[config.mk]
export PLATFORM = sky130hd
export DESIGN_NAME = complex_nr_acc_flat
export DESIGN_NICKNAME = d
export VERILOG_FILES = /design/src/rtl/complex_nr_acc_if.sv /design/src/rtl/complex_nr_acc.sv /design/src/flat_wrapper.sv
export SDC_FILE = /design/constraint.sdc
export NUM_CORES = 1
export LEC_CHECK = 0
export CORE_MARGIN = 8
export CORE_UTILIZATION = 50
export DETAILED_ROUTE_END_ITERATION = 8
export HOLD_SLACK_MARGIN = 0.03
export PLACE_DENSITY_LB_ADDON = 0.1
export RECOVER_POWER = 50
export SYNTH_ARGS = -nofsm -noshare
export SYNTH_HDL_FRONTEND = slang
export SYNTH_SLANG_ARGS = --single-unit
[constraint.sdc]
create_clock -name clk -period 3.65 [get_ports clk]
set_input_delay 1.095 -clock clk [delete_from_list [all_inputs] [get_ports clk]]
set_output_delay 1.095 -clock clk [all_outputs]
set_load 0.01 [all_outputs]
[src/rtl/complex_nr_acc_if.sv]
// Handshake bundle for the complex product accumulator:
// product input channel, flush request and sum output channel.
interface complex_nr_acc_if #(
    parameter int RES_WIDTH = 18,
    parameter int ACC_WIDTH = 20,
    parameter int CNT_WIDTH = 4
);
    logic                        res_val;
    logic                        res_ready;
    logic signed [RES_WIDTH-1:0] res_re;
    logic signed [RES_WIDTH-1:0] res_im;
    logic                        flush;
    logic                        acc_val;
    logic                        acc_ready;
    logic signed [ACC_WIDTH-1:0] acc_re;
    logic signed [ACC_WIDTH-1:0] acc_im;
    logic [CNT_WIDTH-1:0]        acc_cnt;

    modport master (
        output res_val, res_re, res_im, flush, acc_ready,
        input  res_ready, acc_val, acc_re, acc_im, acc_cnt
    );

    modport slave (
        input  res_val, res_re, res_im, flush, acc_ready,
        output res_ready, acc_val, acc_re, acc_im, acc_cnt
    );
endinterface

[src/rtl/complex_nr_acc.sv]
// Complex product accumulator: sums ACC_LEN products (or fewer on flush)
// and presents the sum on a valid/ready output channel.
module complex_nr_acc #(
    parameter int DATA_WIDTH = 8,
    parameter int RES_WIDTH  = 2*DATA_WIDTH+2,
    parameter int ACC_LEN    = 4,
    parameter int CNT_WIDTH  = 4,
    parameter int ACC_WIDTH  = RES_WIDTH+2
) (
    input logic              clk,
    input logic              sw_rst,
    complex_nr_acc_if.slave  bus
);
    if (ACC_LEN < 1 || ACC_LEN > (2**CNT_WIDTH)-1) begin : g_bad_len
        $error("complex_nr_acc: ACC_LEN out of range");
    end
    if (ACC_WIDTH < RES_WIDTH + $clog2(ACC_LEN)) begin : g_bad_acc
        $error("complex_nr_acc: ACC_WIDTH too small");
    end
    if (RES_WIDTH < 2*DATA_WIDTH) begin : g_bad_res
        $error("complex_nr_acc: RES_WIDTH too small");
    end

    typedef enum logic {ACCUM, OUTPUT} state_t;

    localparam logic [CNT_WIDTH-1:0] LEN = CNT_WIDTH'(ACC_LEN);

    state_t                      state;
    logic                        res_ready_q;
    logic                        acc_val_q;
    logic signed [ACC_WIDTH-1:0] re_q;
    logic signed [ACC_WIDTH-1:0] im_q;
    logic [CNT_WIDTH-1:0]        cnt_q;

    logic                        accept;
    logic                        go_out;
    logic [CNT_WIDTH-1:0]        cnt_nxt;
    logic signed [ACC_WIDTH-1:0] re_ext;
    logic signed [ACC_WIDTH-1:0] im_ext;

    assign re_ext  = {{(ACC_WIDTH-RES_WIDTH){bus.res_re[RES_WIDTH-1]}}, bus.res_re};
    assign im_ext  = {{(ACC_WIDTH-RES_WIDTH){bus.res_im[RES_WIDTH-1]}}, bus.res_im};
    assign accept  = bus.res_val && res_ready_q;
    assign cnt_nxt = cnt_q + CNT_WIDTH'(accept);

    // Flush only counts when the sum will hold at least one product.
    assign go_out = (state == ACCUM) &&
                    ((accept && cnt_nxt == LEN) ||
                     (bus.flush && (cnt_q != '0 || accept)));

    always_ff @(posedge clk) begin
        if (sw_rst) begin
            state       <= ACCUM;
            res_ready_q <= 1'b0;
            acc_val_q   <= 1'b0;
            re_q        <= '0;
            im_q        <= '0;
            cnt_q       <= '0;
        end else begin
            unique case (state)
                ACCUM: begin
                    if (accept) begin
                        re_q  <= re_q + re_ext;
                        im_q  <= im_q + im_ext;
                        cnt_q <= cnt_nxt;
                    end
                    if (go_out) begin
                        state       <= OUTPUT;
                        acc_val_q   <= 1'b1;
                        res_ready_q <= 1'b0;
                    end else begin
                        res_ready_q <= 1'b1;
                    end
                end
                OUTPUT: begin
                    if (bus.acc_ready) begin
                        state       <= ACCUM;
                        acc_val_q   <= 1'b0;
                        res_ready_q <= 1'b1;
                        re_q        <= '0;
                        im_q        <= '0;
                        cnt_q       <= '0;
                    end
                end
                default: state <= ACCUM;
            endcase
        end
    end

    assign bus.res_ready = res_ready_q;
    assign bus.acc_val   = acc_val_q;
    assign bus.acc_re    = re_q;
    assign bus.acc_im    = im_q;
    assign bus.acc_cnt   = cnt_q;
endmodule

[src/flat_wrapper.sv]
// flat-port wrapper written by rule: the top's interface ports become plain ports
module complex_nr_acc_flat 
#(
    parameter int DATA_WIDTH = 8,
    parameter int RES_WIDTH  = 2*DATA_WIDTH+2,
    parameter int ACC_LEN    = 4,
    parameter int CNT_WIDTH  = 4,
    parameter int ACC_WIDTH  = RES_WIDTH+2
)
  (clk, sw_rst, bus_res_val, bus_res_re, bus_res_im, bus_flush, bus_acc_ready, bus_res_ready, bus_acc_val, bus_acc_re, bus_acc_im, bus_acc_cnt);
  complex_nr_acc_if #(.RES_WIDTH(RES_WIDTH), .ACC_WIDTH(ACC_WIDTH), .CNT_WIDTH(CNT_WIDTH)) bus_i ();
  input logic clk;
  input logic sw_rst;
  input wire logic [$bits(bus_i.res_val)-1:0] bus_res_val;
  input wire logic [$bits(bus_i.res_re)-1:0] bus_res_re;
  input wire logic [$bits(bus_i.res_im)-1:0] bus_res_im;
  input wire logic [$bits(bus_i.flush)-1:0] bus_flush;
  input wire logic [$bits(bus_i.acc_ready)-1:0] bus_acc_ready;
  output wire logic [$bits(bus_i.res_ready)-1:0] bus_res_ready;
  output wire logic [$bits(bus_i.acc_val)-1:0] bus_acc_val;
  output wire logic [$bits(bus_i.acc_re)-1:0] bus_acc_re;
  output wire logic [$bits(bus_i.acc_im)-1:0] bus_acc_im;
  output wire logic [$bits(bus_i.acc_cnt)-1:0] bus_acc_cnt;
  assign bus_i.res_val = bus_res_val;
  assign bus_i.res_re = bus_res_re;
  assign bus_i.res_im = bus_res_im;
  assign bus_i.flush = bus_flush;
  assign bus_i.acc_ready = bus_acc_ready;
  assign bus_res_ready = bus_i.res_ready;
  assign bus_acc_val = bus_i.acc_val;
  assign bus_acc_re = bus_i.acc_re;
  assign bus_acc_im = bus_i.acc_im;
  assign bus_acc_cnt = bus_i.acc_cnt;
  complex_nr_acc #(.DATA_WIDTH(DATA_WIDTH), .RES_WIDTH(RES_WIDTH), .ACC_LEN(ACC_LEN), .CNT_WIDTH(CNT_WIDTH), .ACC_WIDTH(ACC_WIDTH)) u_core (.clk(clk), .sw_rst(sw_rst), .bus(bus_i));
endmodule
==> results_dict.tcl <==
set metrics [dict create \
    drive_gt1_frac 0.0624 \
    cts_buffers 5 \
    hpwl_um 6790 \
    timing.fmax_mhz 299 \
    synth_edf_count 0 \
    synth_compound_area_frac 0.298 \
    worst_pin_slew_ns 1.05 \
    start_util 0.517 \
    drc 0 \
    grt_max_degree 25 \
    post_drt_wl_per_cell_um 14.4 \
    setup_viol 0 \
    cap_violations 0 \
    status "finished, final reports clean" \
    hold_class "reg2reg" \
    synth_seq_cells 47 \
    endpoint_kind "register" \
    grt_pass1_vias 3392 \
    clock_path_buffers 2 \
    grt_use_total 0.177 \
    antenna_found_initial 0 \
    drtIter0Drc 102 \
    htree_levels 2 \
    cts_tree "built" \
    detail_route.vias_per_cell 5.58 \
    async_flop_share 0 \
    critPathKind "in2reg" \
    cp.required_ns 3.85 \
    crit_chain "clkdlybuf4s50_1 > ha_1 > fa_1 > a211oi_1 > o21bai_1 > a211o_1 > nand3_2 > nor3_1 > or3_1 > a32o_1" \
    cp_slowest_stage_delay_ns 0.43 \
    start_kind "input pin" \
    antenna_cells 0 \
    cp_top_family "compound AO/OA/AOI/OAI gates" \
    syn_avg_cell_area_um2 8.31 \
    slowest_stage "fa_1" \
    period_share 0.916 \
    vdd.ir_drop.worst_uv 220 \
    cts_sinks 47 \
    synth-xor-area-share 0.0793 \
    ctsHoldBuffers 0 \
    p_leak_nw 2.09 \
    period_needed_ns 3.34 \
    cts_setup_buffers 0 \
    power_density_nw_per_um2 335 \
    layout_commonest_cell "clkdlybuf4s50_1" \
    first_pass_iters 4 \
    coreArea_um2 6830 \
    synth_nets 508 \
    netlist_area_um2 3530 \
    die_h_um 100 \
    clkSlewWorstSetupHoldPaths_ns 0.09 \
    fin_ws_ns 0.305 \
    chipWidth_um 100 \
    finalHoldViolCount 0 \
    place_ws_ns -0.00471 \
    slew_headroom 0.294 \
    maxSlewViolCount 0 \
    area_growth_pct 30.8 \
    final_core_util 0.676 \
    synth_adder_area_share 0.153 \
    ctsResizeCount 0 \
    synth_cell_type_count 60 \
    vias 3399 \
    synth_top_family_by_area "compound AO/OA/AOI/OAI gates" \
    place_inst 601 \
    die_area_um2 10000 \
    gp_congestion 0.873 \
    ant_nets 0 \
    row_count 30 \
    yosysSeqAreaShare 0.266 \
    insertion_delay_ns 0.30 \
    fin_cells 609 \
    gr-total-overflow 0 \
    mostFrequentLayoutCells "clkdlybuf4s50_1 (49), dfxtp_1 (47), nand2_1 (44)" \
    worstPathArrival_ns 3.55 \
    postSynthCellCount 425 \
    finalSetupTns_ns 0 \
    pin_count 87 \
    ys_warn_count 0 \
    routed_wl_um 8780 \
    rsz0062_at_grt "false" \
    critPathMaxFanout 3 \
    grt_pass1_wl_um 15100 \
    synthMuxAreaShare 0.00744 \
    synth-simple-area-share 0.160 \
    fin_nets 595 \
    cts_root_buf "clkbuf_8" \
    fin_skew_ns 0.00883 \
    synthFlopType "dfxtp_1" \
    critical_path_buf_inv_count 1 \
    io_buffer_count 86 \
]
## per-layer routing
metal	GRT usage	part of all wire	routed length, um	up-vias
li1	-	-	-	1744
met1	0.210	0.47	4120	1576
met2	0.300	0.46	4020	71
met3	0.0533	0.062	543	8
met4	0.0500	0.011	93	0
met5	0	0	0	-
## worst paths after layout
kind                                      startpoint                     to  slack (ns)  depth (start not counted)
worst min-delay path              u_core.bus.acc_val     u_core.bus.acc_val        0.46                          2
worst min register to register    u_core.bus.acc_val     u_core.bus.acc_val        0.46                          2
worst max-delay path                   bus_res_im[0]  u_core.bus.acc_im[18]        0.31                         10
worst max register to register  u_core.bus.acc_im[0]  u_core.bus.acc_im[18]        1.15                          9
## kinds of logic (layout without fill, tap and decap cells)
family                     after synthesis  count (layout)
muxes                                    2               2
buffers and inverters                   24             112
and+or+nand+nor                        122             122
DFF                                     47              47
adders and majority gates               42              42
xor gates and xnor gates                32              32
AOI/OAI and AO/OA                      156             156
## flip-flops by register name, summed over array words and instances (netlist names)
register	count
u_core.bus.acc_cnt	4
u_core.bus.acc_im	20
u_core.bus.acc_re	20
u_core.bus.acc_val	1
u_core.bus.res_ready	1
u_core.state	1
## tightest hold or removal path, delay by kind of cell (launching register included)
family / cells / cell delay (ns)
and+or+nand+nor: 1 / 0.05
AOI/OAI and AO/OA: 1 / 0.05
DFF: 1 / 0.32
## stage by stage
stage	hold slack [ns]	power, W	area [um^2]
after CTS	0.466	0.00158	4630
after detailed placement	0.453	0.00112	4500
after global routing	0.494	0.00165	4620
after floorplan	0.477	0.000929	3530
after global placement	0.442	0.00111	4500
final	0.459	0.00155	4620
## final cells by class
class	count	area, um^2
inverter	7	26.3
clock buffer	6	72.6
multi-input combinational	354	2460
clock inverter	2	60.1
fill	636	2210
sequential	47	941
timing repair buffer	97	936
tap	96	120
## cells in the mapped netlist, drive strengths merged, types with 4 or more instances
cell type,n,area share
o211ai,5,0.011
xor2,16,0.040
dfxtp,47,0.27
nor3,10,0.014
nand2,44,0.047
a21oi,36,0.051
and3,6,0.012
clkbuf,12,0.016
a22oi,14,0.030
a211oi,11,0.028
xnor2,16,0.040
nor2,37,0.040
nand3,6,0.0099
a21o,13,0.028
o21bai,8,0.017
inv,7,0.0074
a211o,5,0.012
ha,40,0.14
buf,4,0.0092
o21ai,41,0.060
## power breakdown
part / total (W) / internal, W / switching [W] / leakage (nW)
sequential: 0.000579 / 0.000549 / 0.0000306 / 0.383
combinational: 0.000512 / 0.000254 / 0.000258 / 1.64
clock: 0.000457 / 0.000274 / 0.000183 / 0.0654
total: 0.00155 / 0.00108 / 0.000471 / 2.09
Note: power is estimated with default switching activity, not from simulation.
